[src/rtl/cu_dac_interpolation_if.sv]
// Sample-in / interpolated-sample-out bundle for cu_dac_interpolation.
// The master drives input samples and the rate. The slave (the interpolator)
// returns interpolated samples and its status flags.
interface cu_dac_interpolation_if;
    logic        drdy;      // one-cycle input-sample strobe
    logic [15:0] datain;    // signed sample, valid with drdy
    logic [2:0]  rate;      // interpolation factor N = 2^rate
    logic [15:0] dataout;   // signed interpolated sample, valid with data_rdy
    logic        data_rdy;  // one-cycle output strobe
    logic        busy;      // interpolator not idle
    logic        overrun;   // sticky: an input sample was dropped

    modport master (
        output drdy, datain, rate,
        input  dataout, data_rdy, busy, overrun
    );

    modport slave (
        input  drdy, datain, rate,
        output dataout, data_rdy, busy, overrun
    );
endinterface

[src/rtl/cu_dac_interpolation.sv]
// Linear interpolator for a DAC feed.
// Each input sample starts a burst of N = 2^rate outputs that ramp linearly
// from the previous sample to the new one. Successive outputs in a burst are
// GAP clocks apart. The last output of a burst equals the new sample exactly.
// One sample arriving mid-burst is held and played once the burst ends.
// Any further mid-burst sample is dropped, and the sticky overrun flag is set.
module cu_dac_interpolation #(
    parameter int unsigned GAP = 4          // 1..255
) (
    input  logic                          clk,
    input  logic                          rst,   // asynchronous, active-low
    cu_dac_interpolation_if.slave         bus
);

    localparam logic [1:0] S_IDLE = 2'd0;
    localparam logic [1:0] S_LOAD = 2'd1;
    localparam logic [1:0] S_EMIT = 2'd2;
    localparam logic [1:0] S_WAIT = 2'd3;

    // The WAIT state lasts GAP-1 cycles. With GAP=1 the WAIT state is never entered.
    localparam logic [7:0] GAP_M1 = 8'(GAP - 1);

    logic [1:0]         state_q,     state_d;
    logic [15:0]        prev_q,      prev_d;
    logic [15:0]        cur_q,       cur_d;
    logic signed [16:0] diff_q,      diff_d;
    logic [7:0]         k_q,         k_d;
    logic [7:0]         gap_q,       gap_d;
    logic [2:0]         rate_l_q,    rate_l_d;
    logic [15:0]        hold_data_q, hold_data_d;
    logic               hold_vld_q,  hold_vld_d;
    logic [15:0]        dataout_q,   dataout_d;
    logic               data_rdy_q,  data_rdy_d;
    logic               overrun_q,   overrun_d;

    logic [7:0]         n_val;
    logic               last_emit;
    logic signed [24:0] prod_w;
    logic signed [24:0] shift_w;
    logic [15:0]        emit_val;

    // Interpolation datapath.
    // diff*k fits in 25 signed bits (|diff| <= 65535, k <= 128).
    // The arithmetic shift floors toward -inf.
    // The sum stays between prev and cur, so truncation to 16 bits is exact.
    always_comb begin
        n_val     = 8'd1 << rate_l_q;
        last_emit = (state_q == S_EMIT) && (k_q == n_val);
        prod_w    = 25'(diff_q) * $signed(25'(k_q));
        shift_w   = prod_w >>> rate_l_q;
        emit_val  = prev_q + 16'(shift_w);
    end

    // Next-state logic: burst sequencing, hold buffer and overrun tracking.
    always_comb begin
        // NOTE: every _d starts from its register value so no path leaves a
        // signal unassigned; that keeps this block free of inferred latches.
        state_d     = state_q;
        prev_d      = prev_q;
        cur_d       = cur_q;
        diff_d      = diff_q;
        k_d         = k_q;
        gap_d       = gap_q;
        rate_l_d    = rate_l_q;
        hold_data_d = hold_data_q;
        hold_vld_d  = hold_vld_q;
        dataout_d   = dataout_q;
        data_rdy_d  = 1'b0;
        overrun_d   = overrun_q;

        // A sample arriving mid-burst fills the one-deep hold buffer or is dropped.
        if (bus.drdy && (state_q != S_IDLE) && !last_emit) begin
            if (!hold_vld_q) begin
                hold_data_d = bus.datain;
                hold_vld_d  = 1'b1;
            end else begin
                overrun_d   = 1'b1;
            end
        end

        case (state_q)
            S_IDLE: begin
                if (bus.drdy) begin
                    cur_d    = bus.datain;
                    rate_l_d = bus.rate;
                    state_d  = S_LOAD;
                end
            end
            S_LOAD: begin
                diff_d  = 17'($signed(cur_q)) - 17'($signed(prev_q));
                k_d     = 8'd1;
                state_d = S_EMIT;
            end
            S_EMIT: begin
                dataout_d  = emit_val;
                data_rdy_d = 1'b1;
                if (!last_emit) begin
                    k_d = k_q + 8'd1;
                    if (GAP_M1 != 8'd0) begin
                        gap_d   = GAP_M1;
                        state_d = S_WAIT;
                    end
                end else begin
                    prev_d = cur_q;
                    if (hold_vld_q) begin
                        // The held sample goes first. A coincident new sample refills the hold buffer.
                        cur_d      = hold_data_q;
                        rate_l_d   = bus.rate;
                        hold_vld_d = 1'b0;
                        state_d    = S_LOAD;
                        if (bus.drdy) begin
                            hold_data_d = bus.datain;
                            hold_vld_d  = 1'b1;
                        end
                    end else if (bus.drdy) begin
                        cur_d    = bus.datain;
                        rate_l_d = bus.rate;
                        state_d  = S_LOAD;
                    end else begin
                        state_d  = S_IDLE;
                    end
                end
            end
            S_WAIT: begin
                gap_d = gap_q - 8'd1;
                if (gap_q == 8'd1) begin
                    state_d = S_EMIT;
                end
            end
            default: state_d = S_IDLE;
        endcase
    end

    // State registers. Reset clears everything at once, which aborts any burst in progress.
    always_ff @(posedge clk or negedge rst) begin
        if (!rst) begin
            state_q     <= S_IDLE;
            prev_q      <= '0;
            cur_q       <= '0;
            diff_q      <= '0;
            k_q         <= '0;
            gap_q       <= '0;
            rate_l_q    <= '0;
            hold_data_q <= '0;
            hold_vld_q  <= 1'b0;
            dataout_q   <= '0;
            data_rdy_q  <= 1'b0;
            overrun_q   <= 1'b0;
        end else begin
            // NOTE: non-blocking assignments so every register updates from
            // the pre-edge values, independent of statement order.
            state_q     <= state_d;
            prev_q      <= prev_d;
            cur_q       <= cur_d;
            diff_q      <= diff_d;
            k_q         <= k_d;
            gap_q       <= gap_d;
            rate_l_q    <= rate_l_d;
            hold_data_q <= hold_data_d;
            hold_vld_q  <= hold_vld_d;
            dataout_q   <= dataout_d;
            data_rdy_q  <= data_rdy_d;
            overrun_q   <= overrun_d;
        end
    end

    assign bus.dataout  = dataout_q;
    assign bus.data_rdy = data_rdy_q;
    assign bus.busy     = (state_q != S_IDLE);
    assign bus.overrun  = overrun_q;

endmodule

[src/flat_wrapper.sv]
// flat-port wrapper written by rule: the top's interface ports become plain ports
module cu_dac_interpolation_flat 
#(
    parameter int unsigned GAP = 4                   
)
  (clk, rst, bus_drdy, bus_datain, bus_rate, bus_dataout, bus_data_rdy, bus_busy, bus_overrun);
  cu_dac_interpolation_if bus_i ();
  input  logic clk;
  input  logic rst;
  input wire logic [$bits(bus_i.drdy)-1:0] bus_drdy;
  input wire logic [$bits(bus_i.datain)-1:0] bus_datain;
  input wire logic [$bits(bus_i.rate)-1:0] bus_rate;
  output wire logic [$bits(bus_i.dataout)-1:0] bus_dataout;
  output wire logic [$bits(bus_i.data_rdy)-1:0] bus_data_rdy;
  output wire logic [$bits(bus_i.busy)-1:0] bus_busy;
  output wire logic [$bits(bus_i.overrun)-1:0] bus_overrun;
  assign bus_i.drdy = bus_drdy;
  assign bus_i.datain = bus_datain;
  assign bus_i.rate = bus_rate;
  assign bus_dataout = bus_i.dataout;
  assign bus_data_rdy = bus_i.data_rdy;
  assign bus_busy = bus_i.busy;
  assign bus_overrun = bus_i.overrun;
  cu_dac_interpolation #(.GAP(GAP)) u_core (.clk(clk), .rst(rst), .bus(bus_i));
endmodule
[config.mk]
export PLATFORM = sky130hd
export DESIGN_NAME = cu_dac_interpolation_flat
export DESIGN_NICKNAME = d
export VERILOG_FILES = /design/src/rtl/cu_dac_interpolation_if.sv /design/src/rtl/cu_dac_interpolation.sv /design/src/flat_wrapper.sv
export SDC_FILE = /design/constraint.sdc
export NUM_CORES = 1
export LEC_CHECK = 0
export BUFFER_PORTS_ARGS = -buffer_cell sky130_fd_sc_hd__buf_2
export CORE_MARGIN = 4
export CORE_UTILIZATION = 50
export CTS_CLUSTER_DIAMETER = 60
export DETAILED_ROUTE_END_ITERATION = 16
export MAX_ROUTING_LAYER = met4
export PLACE_DENSITY = 0.76
export SLEW_MARGIN = 20
export SYNTH_ARGS = -nofsm -noshare
export SYNTH_HDL_FRONTEND = slang
export SYNTH_SLANG_ARGS = --single-unit
[constraint.sdc]
create_clock -name clk -period 17.57 [get_ports clk]
set_clock_uncertainty 0.2 [all_clocks]
set_input_delay 0 -clock clk [delete_from_list [all_inputs] [get_ports clk]]
set_output_delay 0 -clock clk [all_outputs]
set_load 0.005 [all_outputs]
# After elaboration in Yosys (flattened, before gate mapping)
# Index checks and enable logic that the tools add are counted.
# Widths: inputs -> output; s select.
# word_totals
word_cells,73
ramBits,0
latch_bits,0
romBits,0
n_memories,0
input_bits,22
regBits,105
out_inout_bits,19
# classes
n_shift,2
n_div,0
bitwise_logic,0
n_reduce_logical,15
n_lt_le_gt_ge,0
n_mul,1
muxes,30
add_sub_neg,4
eq_ne,9
# op_table
op,count
$mux 16,9
$pmux 16 s2,1
$pmux 8 s2,2
$mul 17x9->25,1
$sshr 25x3->16,1
$sub 16x16->17,1
$add 16x16->16,1
$mux 8,2
$reduce_and 2->1,6
$mux 3,3
$add 8x1->8 const B,1
$eq 8x1->1 const B,1
$eq 8x8->1,1
$mux 2,4
$pmux 2 s4,1
$reduce_bool 2->1,4
$shl 1x3->8 const A,1
$sub 8x1->8 const B,1
$mux 1,7
$pmux 3 s2,1
$eq 2x2->1 const B,2
$ne 2x1->1 const B,2
$ne 2x2->1 const B,2
$logic_and 1x1->1,3
3 further kinds,3

# Longest topological paths before layout
# logic_depth
word_depth,10
mapped_depth,32
depth_no_buf,31

# Worst setup path before layout
# OpenSTA, ideal clock, no wires.
# synth_path
path_type,register to register
startpoint,register u_core.k_q[1]
endpoint,"register u_core.dataout_q[15], in the netlist u_core.bus.dataout[15]"
slack_ns,9.953
required_time_ns,17.294
stages_incl_launch_ff,29
arrival_ns,7.341
period_less_slack_ns,7.617
setup_time_ns,0.076
n_path_buf,2
cell_sequence,dfrtp_1 -> clkbuf_1 -> buf_1 -> nand2_1 -> fa_1 -> inv_1 -> fa_1 -> fa_1 -> inv_1 -> fa_1 -> inv_1 -> ha_1 -> a21oi_1 -> nor2_1 -> or4b_4 -> a31oi_4 -> mux2_2 -> nor2_1 -> o21ai_0 -> mux2_2 -> mux2_2 -> ha_1 -> and4_1 -> a211oi_1 -> a311oi_1 -> a21o_1 -> a21oi_1 -> xnor3_1 -> o21ai_1
# synth_between
elab_chain_len,3
# synth_rtl
item,line_no,rtl
from (decl),cu_dac_interpolation.sv:27,"logic [7:0] k_q, k_d;"
from (signal assigned),cu_dac_interpolation.sv:156,k_q <= k_d;
$mul 17x9->25,cu_dac_interpolation.sv:49,prod_w = 25'(diff_q) * $signed(25'(k_q));
$sshr 25x3->16,cu_dac_interpolation.sv:50,shift_w = prod_w >>> rate_l_q;
$add 16x16->16,cu_dac_interpolation.sv:51,emit_val = prev_q + 16'(shift_w);
to (signal assigned),cu_dac_interpolation.sv:161,dataout_q <= dataout_d;
to (decl),cu_dac_interpolation.sv:32,"logic [15:0] dataout_q, dataout_d;"
# No other way between the ends.
# A chain may end at the register's enable or synchronous reset.

# Final worst setup path
# layout_path
startpoint,register u_core.k_q[5]
endpoint,"register u_core.dataout_q[15], in the netlist u_core.bus.dataout[15]"
# Same word-level chain as after synthesis.

==> results.cfg <==
[routing]
drcViolationCount = 0
drt-met1-wl_um = 11400
wirelength_um = 25100
routed_via_density = 5.56
drt_first_pass_iters = 5
wl_per_cell_um = 15.9
route.met3.wl_um = 955
top_layer_used = met4
num_vias = 8774
first_iter_violations = 534
ant_nets = 0
wl_met2_um = 12000

[logic_synthesis]
synthFlopType = dfrtp_1
synthTopCellsByCount = 205 x nand2_1, 169 x inv_1, 105 x dfrtp_1
synth_nets = 1489
ys_async_sr_fraction_pct = 100
synth_cells = 1284
syn_area_um2 = 11000
synth_most_common_cell = nand2_1
synth.avg_cell_area_um2 = 8.57
ys_seq_elements = 105
synth.area.top_cells = dfrtp_1 24%, fa_1 18%, ha_1 9.3%, nand2_1 7.0%, inv_1 5.8%
yosysTopAreaCell = dfrtp_1
ys_seq_area_share_pct = 23.9
yosysWarningCount = 0
synth.distinct_cells = 74
yosys.area.top_type_share_pct = 23.9
synth_edf_count = 0

[sta]
maxSlewViolCount = 0
hold_viol_final = 0
hold_ws_ns = 0.112
rsz0062_at_grt = no
max_slew_margin_pct = 32.2
fmax_mhz = 123
finalCritPeriodShare_pct = 46.3
worst_slew_pin_slew_ns = 1.02
min_period_ns = 8.13
setup_violations = 0
tns_ns = 0

[place]
placed_area_um2 = 11300
hpwlAfterDp_um = 19600
gp_congestion = 0.943
portBuffers = 40

[setup_path]
cp.arrival_ns = 8.19
critPathMaxFanout = 23
crit_type = reg -> reg
cp.required_ns = 17.64
crit_path_start_kind = flop
crit_path_end_kind = flop
timing.rr.start = u_core.k_q[5]
crit_path_start = u_core.k_q[5]
reg2reg_slack_ns = 9.44

[cts]
cts-buffers-inserted = 9
post_cts_buffers = 0
h-tree-depth = 3
clock_latency_ns = 0.34
cts_buffer_depth = 2
cts_tree = yes
clock-sinks = 105
clk_pin_slew_ns = 0.07
root_buffer = clkbuf_16

[die]
ioPinCount = 41
die_h_um = 156
core_area_um2 = 21800
die_area_um2 = 24500
die_w_um = 156
num_rows = 54
start_util_pct = 50.6

[global_routing]
grt_pass1_wl_um = 42300
first_global_vias = 8559
track_usage_pct = 21.6
grt_max_degree = 85
grt_overflow_total = 0
antenna_found_initial = 0

[status]
status = completed

[final_layout]
fin_area_um2 = 11800
diodes = 0
drive_gt1_share_pct = 7.93
area_growth_pct = 7.36
nets = 1499
num-fill-cells = 1957

[min_path]
holdCritPathClass = in -> async

[run]
maxCapViolCount = 0
[worst max-delay path, stage by stage (launching register included)]
cell and delay, ns:
dfrtp_1 0.82, nand2_1 0.17, fa_1 0.53, fa_1 0.49
inv_1 0.06, fa_1 0.54, inv_1 0.06, fa_1 0.53
inv_1 0.04, ha_1 0.34, a21oi_1 0.22, nor2_1 0.11
or4b_4 0.54, a31oi_4 0.22, mux2_2 0.38, nor2_1 0.16
o21ai_0 0.12, mux2_2 0.31, mux2_2 0.29, ha_1 0.35
and4_1 0.20, a211oi_1 0.34, a311oi_1 0.20, a21o_1 0.20
a21oi_1 0.17, xnor3_1 0.32, o21ai_1 0.12
[through the flow]
step | utilization [%] | instances | worst slack [ns]
CTS | 54.3 | 1579 | 9.49
finish | 54.3 | 1579 | 9.44
global placement | 52.0 | 1541 | 9.68
detailed placement | 52.0 | 1541 | 9.50
floorplan | - | 1284 | 9.95
global route | 54.3 | 1579 | 8.95
[metal layers]
metal,vias to the layer above,track usage [%]
li1,4239,-
met1,4288,29.5
met2,220,34.9
met3,27,1.99
met4,0,6.12
met5,-,-
[final cells by class]
| class | count | area [µm²] | area share, % |
|---|---|---|---|
| inverters | 172 | 646 | 5.46 |
| repair buffers | 65 | 449 | 3.80 |
| well taps | 280 | 350 | 2.96 |
| multi-input cells | 941 | 7470 | 63.2 |
| clock inverters | 6 | 40.0 | 0.339 |
| clock buffers | 10 | 239 | 2.02 |
| flip-flops and latches | 105 | 2630 | 22.2 |
[cells in the final DEF, fill, tap and decap left out, types with 4 or more instances in the layout]
master / n
a211oi_1: 8
nor2_1: 75
a211o_1: 4
and3_1: 9
mux2_2: 26
ha_1: 82
dfrtp_1: 105
nor2b_1: 11
o21ai_0: 82
o21a_1: 10
dlygate4sd3_1: 22
fa_1: 101
o22ai_1: 19
nor3b_1: 4
a21o_1: 7
o31ai_1: 8
mux2i_1: 20
and2_1: 53
a31oi_1: 5
nand3_1: 23
nand2b_1: 5
inv_1: 169
or3_1: 4
clkbuf_16: 9
nand2_1: 205
nor3_1: 12
o211ai_1: 5
xor2_1: 13
xnor2_1: 32
buf_2: 39
a21oi_1: 55
[path summary, 6_finish.rpt]
kind / to / depth (start not counted)
worst max-delay path: u_core.bus.dataout[15] / 26
worst min-delay path: u_core.cur_q[0] / 3
worst max register to register: u_core.bus.dataout[15] / 26
worst min register to register: u_core.bus.dataout[0] / 2
max in group asynchronous: u_core.bus.dataout[7] / 3
min in group clk: u_core.rate_l_q[0] / 4
[sequential cells by signal (all words and copies together), names as in the netlist]
name,count
u_core.bus.overrun,1
u_core.rate_l_q,3
u_core.bus.dataout,16
u_core.prev_q,16
u_core.k_q,8
u_core.gap_q,8
u_core.hold_data_q,16
u_core.state_q,2
u_core.bus.data_rdy,1
u_core.diff_q,17
u_core.cur_q,16
u_core.hold_vld_q,1
[what timing repair did]
action,CTS,global route
endpoints found under the hold margin,59,0
resized for setup,0,0
hold buffers,22,0
[kinds of logic (layout without fill, tap and decap cells)]
family	after synthesis	in the layout	synth area share [%]
AND/OR/NAND/NOR	427	427	18.0
buffers and inverters	238	253	8.30
AO/OA/AOI/OAI	237	237	13.4
adder cells (fa/ha/maj)	183	183	27.7
flip-flops	105	105	23.9
multiplexers	48	48	4.92
XOR/XNOR	46	46	3.78
Power is not shown: default switching activity piles up to over one toggle a cycle in this logic, so the estimate is an artifact.
